--- config.mk ---
export PLATFORM = sky130hd
export DESIGN_NAME = bus_dev_port
export DESIGN_NICKNAME = d
export VERILOG_FILES = /design/src/rtl/bus_pkg.sv /design/src/rtl/bus_fifo_sync.sv /design/src/rtl/bus_dev_port.sv
export SDC_FILE = /design/constraint.sdc
export NUM_CORES = 1
export LEC_CHECK = 0
export CORE_ASPECT_RATIO = 0.9
export CORE_UTILIZATION = 50
export DETAILED_ROUTE_END_ITERATION = 10
export DONT_BUFFER_PORTS = 1
export PLACE_DENSITY = 0.75
export SLEW_MARGIN = 20
export SYNTH_ARGS = -nofsm -noshare
export SYNTH_HDL_FRONTEND = slang
export SYNTH_HIERARCHICAL = 1
export SYNTH_SLANG_ARGS = --single-unit
export TNS_END_PERCENT = 10
--- constraint.sdc ---
create_clock -name clk -period 3.8 [get_ports clk]
set_clock_uncertainty 0.2 [all_clocks]
set_input_delay 0.57 -clock clk [delete_from_list [all_inputs] [get_ports clk]]
set_output_delay 0.57 -clock clk [all_outputs]
set_load 0.005 [all_outputs]
--- src/rtl/bus_pkg.sv ---
// bus_pkg: shared constants, types and helpers for the bus device port.
package bus_pkg;

    localparam int          ID_W     = 8;
    localparam logic [7:0]  BCAST_ID = 8'hFF;
    localparam int          PKT_MAX  = 64;

    // Occupancy classes of a FIFO, derived purely from its count.
    typedef enum logic [1:0] {
        FIFO_EMPTY,
        FIFO_PARTIAL,
        FIFO_FULL
    } fifo_state_e;

    typedef logic [15:0] drop_cnt_t;

    // Destination ID lives in the top ID_W bits of a w-bit packet.
    function automatic logic [ID_W-1:0] dest_of(input logic [PKT_MAX-1:0] pkt, input int w);
        return ID_W'(pkt >> (w - ID_W));
    endfunction

endpackage

--- src/rtl/bus_fifo_sync.sv ---
// bus_fifo_sync: synchronous show-ahead FIFO; WR_THRU lets a write land on a full FIFO when a read frees a slot the same cycle.
module bus_fifo_sync
    import bus_pkg::*;
#(
    parameter int DEPTH   = 8,
    parameter int WIDTH   = 16,
    parameter bit WR_THRU = 1'b0
) (
    input  logic                     clk,
    input  logic                     reset,
    input  logic                     wr_en,
    input  logic [WIDTH-1:0]         wr_data,
    input  logic                     rd_en,
    output logic [WIDTH-1:0]         rd_data,
    output logic                     full,
    output logic                     empty,
    output logic [$clog2(DEPTH):0]   count,
    output logic                     wr_drop
);

    localparam int AW = $clog2(DEPTH);
    typedef logic [AW:0] cnt_t;

    logic [WIDTH-1:0] mem [DEPTH];
    logic [AW-1:0]    wr_ptr;
    logic [AW-1:0]    rd_ptr;
    cnt_t             cnt;
    fifo_state_e      state;
    logic             wr;
    logic             rd;

    // Classify occupancy and qualify the requests against it.
    always_comb begin
        state   = (cnt == '0) ? FIFO_EMPTY : ((cnt == cnt_t'(DEPTH)) ? FIFO_FULL : FIFO_PARTIAL);
        empty   = (state == FIFO_EMPTY);
        full    = (state == FIFO_FULL);
        rd      = rd_en & ~empty;
        wr      = wr_en & (~full | (WR_THRU & rd));
        wr_drop = wr_en & ~wr;
        rd_data = empty ? '0 : mem[rd_ptr];
        count   = cnt;
    end

    // Pointer and count bookkeeping; reset discards every stored entry.
    always_ff @(posedge clk or negedge reset) begin
        if (!reset) begin
            wr_ptr <= '0;
            rd_ptr <= '0;
            cnt    <= '0;
        end else begin
            wr_ptr <= wr ? wr_ptr + AW'(1) : wr_ptr;
            rd_ptr <= rd ? rd_ptr + AW'(1) : rd_ptr;
            cnt    <= cnt + cnt_t'(wr) - cnt_t'(rd);
        end
    end

    // Storage array; contents are only visible through the pointers, so no reset needed.
    always_ff @(posedge clk) begin
        if (wr)
            mem[wr_ptr] <= wr_data;
    end

endmodule

--- src/rtl/bus_dev_port.sv ---
// bus_dev_port: device-side TX/RX FIFO adapter for the bs_gnrtr_n_rbtr bus.
// Optional feature: define BUS_DEV_DROP_CNT_EN to enable the saturating RX drop counter.
module bus_dev_port
    import bus_pkg::*;
#(
    parameter int         pckg_sz   = 16,
    parameter int         depth     = 8,
    parameter logic [7:0] id        = 8'h00,
    parameter logic [7:0] broadcast = BCAST_ID
) (
    input  logic                clk,
    input  logic                reset,
    input  logic                dev_tx_valid,
    input  logic [pckg_sz-1:0]  dev_tx_data,
    output logic                dev_tx_ready,
    output logic                pndng,
    output logic [pckg_sz-1:0]  D_pop,
    input  logic                pop,
    input  logic                push,
    input  logic [pckg_sz-1:0]  D_push,
    output logic                dev_rx_valid,
    output logic [pckg_sz-1:0]  dev_rx_data,
    input  logic                dev_rx_ready,
    output logic                rx_bcast,
    output logic                err_pop_empty,
    output logic [15:0]         rx_drop_cnt,
    output logic [ID_W-1:0]     tx_src_id
);

    localparam int CW = $clog2(depth) + 1;

    logic          tx_full;
    logic          tx_empty;
    logic          tx_drop;
    logic [CW-1:0] tx_count;
    logic          rx_full;
    logic          rx_empty;
    logic          rx_drop;
    logic [CW-1:0] rx_count;
    logic          unused_sink;

    // TX: a write while full is refused even if the bus pops the same cycle.
    bus_fifo_sync #(
        .DEPTH   (depth),
        .WIDTH   (pckg_sz),
        .WR_THRU (1'b0)
    ) u_tx (
        .clk     (clk),
        .reset   (reset),
        .wr_en   (dev_tx_valid),
        .wr_data (dev_tx_data),
        .rd_en   (pop),
        .rd_data (D_pop),
        .full    (tx_full),
        .empty   (tx_empty),
        .count   (tx_count),
        .wr_drop (tx_drop)
    );

    // RX: the bus never stalls, so a full FIFO still accepts when the device reads the same cycle.
    bus_fifo_sync #(
        .DEPTH   (depth),
        .WIDTH   (pckg_sz),
        .WR_THRU (1'b1)
    ) u_rx (
        .clk     (clk),
        .reset   (reset),
        .wr_en   (push),
        .wr_data (D_push),
        .rd_en   (dev_rx_ready),
        .rd_data (dev_rx_data),
        .full    (rx_full),
        .empty   (rx_empty),
        .count   (rx_count),
        .wr_drop (rx_drop)
    );

    // Handshake and status outputs derived from FIFO occupancy.
    always_comb begin
        dev_tx_ready = ~tx_full;
        pndng        = ~tx_empty;
        dev_rx_valid = ~rx_empty;
        rx_bcast     = dev_rx_valid & (dest_of(PKT_MAX'(dev_rx_data), pckg_sz) == broadcast);
        tx_src_id    = id;
        unused_sink  = ^{tx_drop, rx_drop, tx_count, rx_count, rx_full};
    end

    // Sticky flag: the bus popped while nothing was pending.
    always_ff @(posedge clk or negedge reset) begin
        if (!reset)
            err_pop_empty <= 1'b0;
        else if (pop && tx_empty)
            err_pop_empty <= 1'b1;
    end

`ifdef BUS_DEV_DROP_CNT_EN
    drop_cnt_t drop_q;

    // Count RX pushes lost to overflow, saturating instead of wrapping.
    always_ff @(posedge clk or negedge reset) begin
        if (!reset)
            drop_q <= '0;
        else if (rx_drop && drop_q != 16'hFFFF)
            drop_q <= drop_q + 16'd1;
    end

    assign rx_drop_cnt = drop_q;
`else
    assign rx_drop_cnt = 16'h0;
`endif

endmodule
Word-level counts from Yosys, hierarchy flattened
Memory sizes are Yosys's and may differ from the RTL's.
Cells that the tools add are included.
{"block": "totals", "ff_bits": 21, "wordCells": 47, "mem_count": 2, "inputBits": 38, "ram_bits": 256, "output_inout_bits": 61}
{"name": "u_rx.mem", "words": 8, "width": 16, "rd": 1, "rd_clocked_by_memory_dff": 0, "wr": 1, "line": "bus_fifo_sync.sv:24", "rtl": "logic [WIDTH-1:0] mem [DEPTH];"}
{"name": "u_tx.mem", "words": 8, "width": 16, "rd": 1, "rd_clocked_by_memory_dff": 0, "wr": 1, "line": "bus_fifo_sync.sv:24"}
{"block": "classes", "n_mux": 10, "bitwise": 10, "n_eq_ne": 5, "add_sub_neg": 8, "n_reduce_logical": 5}
{"op": "$mux 16", "n": 2}
{"op": "$add 3x1->3 const B", "n": 4}
{"op": "$add 4x1->4", "n": 2}
{"op": "$eq 4x4->1 const B", "n": 2}
{"op": "$eq 8x8->1 const B", "n": 1}
{"op": "$logic_not 4->1", "n": 2}
{"op": "$mux 2", "n": 4}
{"op": "$sub 4x1->4", "n": 2}
{"op": "$and 1x1->1", "n": 5}
{"op": "$eq 2x2->1 const B", "n": 2}
{"op": "$logic_not 2->1", "n": 2}
{"op": "$mux 1", "n": 4}
{"op": "$not 1->1", "n": 4}
{"op": "$logic_and 1x1->1", "n": 1}
{"op": "$or 1x1->1", "n": 1}

Depth between registers and ports, before layout
{"block": "logic_depth", "depth_word": 10, "depth_mapped": 11, "ltp_nobuf": 11}

Modules after synthesis
The synthesis kept the hierarchy.
{"mod": "bus_fifo_sync at u_rx", "n_inst": 1, "cells_each": 248, "seq_area_each_um2": 4093.9, "area_each_um2": 5417.7}
{"mod": "bus_fifo_sync at u_tx", "n_inst": 1, "cells_each": 245, "seq_area_each_um2": 4093.9, "area_each_um2": 5410.2}
{"mod": "bus_dev_port", "n_inst": 1, "cells_each": 34, "seq_area_each_um2": 25.0, "area_each_um2": 254.0}

Worst setup path before layout
No wires, ideal clock.
{"block": "synth_path", "path_type": "register -> register", "startpoint": "register u_rx.cnt[2] (netlist: u_rx/count[2])", "endpoint": "memory u_rx.mem[0][0] (enable)", "path_buffers": 1, "required_time_ns": 3.170, "synth_period_minus_slack_ns": 3.126, "slack_ns": 0.674, "path_stages_with_launch": 7, "setup_ns": 0.430, "arrival_time_ns": 2.496, "path_cell_list": "dfrtp_1 inv_1 ha_1 or4b_1 buf_2 o21ai_4 nor4_1"}
{"block": "synth_between", "elab_chain_len": 10, "elab_cells_between_ends": 13, "classes_between": "2 x eq/ne; 4 x mux; 5 x bitwise; 2 x reduce/logical"}
{"element": "start, declared", "line": "bus_fifo_sync.sv:27", "rtl": "cnt_t cnt;"}
{"element": "start signal, assigned", "line": "bus_fifo_sync.sv:53", "rtl": "cnt <= cnt + cnt_t'(wr) - cnt_t'(rd);"}
{"element": "$eq 4x4->1", "line": "bus_fifo_sync.sv:34", "rtl": "state = (cnt == '0) ? FIFO_EMPTY : ((cnt == cnt_t'(DEPTH)) ? FIFO_FULL : FIFO_PARTIAL);"}
{"element": "$mux 2", "line": "bus_fifo_sync.sv:34"}
{"element": "$mux 2 (*)", "line": "bus_fifo_sync.sv:34"}
{"element": "$logic_not 2->1", "line": "bus_fifo_sync.sv:35", "rtl": "empty = (state == FIFO_EMPTY);"}
{"element": "$not 1->1", "line": "bus_fifo_sync.sv:37", "rtl": "rd = rd_en & ~empty;"}
{"element": "$and 1x1->1", "line": "bus_fifo_sync.sv:37"}
{"element": "$or 1x1->1 (*)", "line": "bus_fifo_sync.sv:38", "rtl": "wr = wr_en & (~full | (WR_THRU & rd));"}
{"element": "$and 1x1->1 (*)", "line": "bus_fifo_sync.sv:38"}
{"element": "$mux 1 (*)", "line": "bus_fifo_sync.sv:59", "rtl": "if (wr)"}
{"element": "$mux 1 (implied by the code) (*)", "line": "bus_fifo_sync.sv:60", "rtl": "mem[wr_ptr] <= wr_data;"}
{"element": "end, declared", "line": "bus_fifo_sync.sv:24"}
Every way passes the cells marked *; elsewhere a longest branch is shown, timed or not.

Worst setup path after layout
{"block": "layout_path", "startpoint": "register u_rx.cnt[2] (netlist: u_rx/count[2])", "endpoint": "output rx_bcast"}
{"block": "layout_between", "elab_chain_len": 7, "elab_cells_between_ends": 9, "classes_between": "2 x eq/ne; 3 x mux; 2 x bitwise; 2 x reduce/logical"}
{"element": "$eq 4x4->1", "line": "bus_fifo_sync.sv:34"}
{"element": "$mux 2", "line": "bus_fifo_sync.sv:34"}
{"element": "$mux 2 (*)", "line": "bus_fifo_sync.sv:34"}
{"element": "$logic_not 2->1 (*)", "line": "bus_fifo_sync.sv:35"}
{"element": "via rx_empty", "line": "bus_dev_port.sv:37", "rtl": "logic rx_empty;"}
{"element": "$mux 16 (*)", "line": "bus_fifo_sync.sv:40", "rtl": "rd_data = empty ? '0 : mem[rd_ptr];"}
{"element": "via dev_rx_data[11]", "line": "bus_dev_port.sv:22", "rtl": "output logic [pckg_sz-1:0] dev_rx_data,"}
{"element": "$eq 8x8->1 (*)", "line": "bus_dev_port.sv:83", "rtl": "rx_bcast = dev_rx_valid & (dest_of(PKT_MAX'(dev_rx_data), pckg_sz) == broadcast);"}
{"element": "$and 1x1->1 (*)", "line": "bus_dev_port.sv:83"}
{"element": "end, declared", "line": "bus_dev_port.sv:24", "rtl": "output logic rx_bcast,"}
Mark *: on every way through the listed nets, which the timed path passes. The rest lies on a longest branch.

==> run metrics <==
most frequent cell on the critical path=inv_1; post-synth design cell area=11100 µm²; largest net degree at the start of global routing=27; Boundary Pins=99; startpoint type of the worst setup path=flip-flop; gpl congestion=0.731; leading cell type in the layout, fill and taps excluded=edfxtp_1; Total Nets Final=639; antenna diode count=0; status=finished clean; uppermost signal routing layer after detailed routing=met4; unrepaired setup endpoints after global routing=no; total global-route track usage=18.3%; total power density per cell area=between 700 and 800 nW/µm²; Met3 Routed Length=1410 µm; Hold Violations, Final=0; first-pass GRT wire length=31200 µm; static power due to leakage=4.26 nW; number of optimization iterations in the first detailed-route pass=5; fin crit period=3.37 ns; commonest cells after routing, fill and taps aside=edfxtp_1 (256), mux4_2 (64), dlygate4sd3_1 (36); row cnt=51; clock root buffer=clkbuf_16; Sink Count=277; CTS H-Tree Depth=1; maximum cell stage delay along the critical path=0.34 ns; Placeable Area=21700 µm²; final worst-path setup slack=0.435 ns; class of the most critical setup path=reg2out; global-route congestion overflow total=0; clock tree from TritonCTS=built; final WL=approximately 20000 µm; Yosys warning total=6; Crit path max-delay family=simple AND/OR/NAND/NOR gates; combined area of the multi-input logic cells=2620 µm²; Mapped Avg Cell Area=21.1 µm²; Die Footprint=22700 µm²; cell type of the slowest stage on the worst timing path=dfrtp_1; HPWL after DPL=11800 µm; arrival time of the worst setup path=between 2 and 3 ns; Post-Place Setup Slack=about 0.99 ns; layout-stage area growth over the synthesis result=14.1%; number of buffers on the longest clock path=3; worst path required time=~3.0 ns; DRC violation count after routing=0; type of element capturing the critical path=output port; number of global-route vias before repair=5275; routed wirelength normalized by instance count=22.9 µm; setup violation total in the final timing report=0; Period Utilization, post-route=88.6%; combined flip-flop and latch cell area=8220 µm²; worst-skew pair later-pin latency=0.53 ns; Worst Max-Slew Pin Slew=~1.0 ns; worst-path fanout max=11; Cell Chain, Critical Path=inv_1, ha_1, or3b_1, inv_1, nor2_1, buf_4, a22o_1, nand4_1, nor4_2; I/O Buffers=0; average vias per placed instance=5.72; Starting Density=between 50% and 60%; class of the tightest hold or removal check=in2reg; routed length on met1=8450 µm; VDD IR-drop max=506 µV; Met2 Routed Length=10300 µm; initial drt markers=356; Final Max Slew Viols=0; Cells after Synth=524; max-capacitance violation count=0; Die Wd=159 µm; via total after detailed routing=5119; layout cells sized above 1=24.7%; Die Height=143 µm; post-CTS sizing=0; Routed Antenna Nets=0; initial antenna violation count=0; total buffers and inverters traversed by the critical path=3; fill cell count=1557; CTS clock-pin slew for the worst setup and hold paths=0.07 ns; Setup Total Neg Slack=0 ns; worst slew margin relative to its limit=between 30% and 40%; number of buffers created by CTS=28; Max Clock Freq=between 200 and 300 MHz
through the flow:
stage	total power, W	std cells	instance area, µm²	utilization (%)	hold slack [ns]
after floorplan	0.00630	547	11200	-	0.0744
after global placement	0.00686	808	11400	52.6	0.0762
after detailed placement	0.00698	808	11400	52.6	0.0763
after CTS	0.00958	894	12600	58.2	0.0201
after global routing	0.00992	895	12600	58.2	0.0333
final	0.00949	895	12600	58.2	0.0348
flip-flops by register name, indices dropped and copies added, names as in the netlist:
signal,count
u_tx/rd_ptr,3
u_rx/mem,128
u_tx/mem,128
u_rx/rd_ptr,3
u_rx/wr_ptr,3
u_rx/count,4
err_pop_empty,1
u_tx/wr_ptr,3
u_tx/count,4
timing repair:
action                    in CTS  in global routing
hold endpoints to repair     281                 21
hold buffers                  36                  1
buffers inserted               0                  0
layer usage:
metal | vias up | track usage [%]
met3 | 27 | 4.01
met4 | 0 | 4.70
met1 | 2683 | 24.6
met2 | 192 | 30.5
li1 | 2217 | -
met5 | - | 0
final timing paths:
check	from	end	slack, ns	cells after the start
max in group asynchronous	reset	u_rx/rd_ptr[0]$_DFFE_PN0N_	2.68	2
worst min-delay path	push	u_rx/wr_ptr[2]$_DFFE_PN0P_	0.03	2
worst max-delay path	u_rx/count[2]$_DFF_PN0_	rx_bcast	0.43	9
worst min register to register	u_rx/rd_ptr[2]$_DFFE_PN0N_	u_rx/rd_ptr[2]$_DFFE_PN0N_	0.31	1
min in group asynchronous	reset	u_tx/count[0]$_DFF_PN0_	0.35	2
worst max register to register	u_tx/count[2]$_DFF_PN0_	u_tx/count[2]$_DFF_PN0_	1.10	9
power by group:
group | total [W] | switching [W] | internal [W]
logic | 0.00274 | 0.00142 | 0.00132
registers | 0.00422 | 0.000341 | 0.00388
clock network | 0.00253 | 0.00109 | 0.00144
total | 0.00949 | 0.00285 | 0.00664
worst reg2reg max path: stages, from the launching register on:
cell     delay, ns
dfrtp_1       0.33
inv_1         0.07
ha_1          0.21
or4b_4        0.52
nand2_2       0.24
ha_1          0.18
inv_1         0.04
ha_1          0.20
fa_1          0.42
xor2_1        0.18
cell type report:
cell class,instances,area share (%)
Clock buffer,34,5.81
Clock inverter,16,0.981
Inverter,15,0.446
Multi-Input combinational cell,206,20.7
Sequential cell,277,65.0
Tap cell,291,2.88
Timing Repair Buffer,56,4.12
No activity file was read; power rests on OpenSTA's default activity.
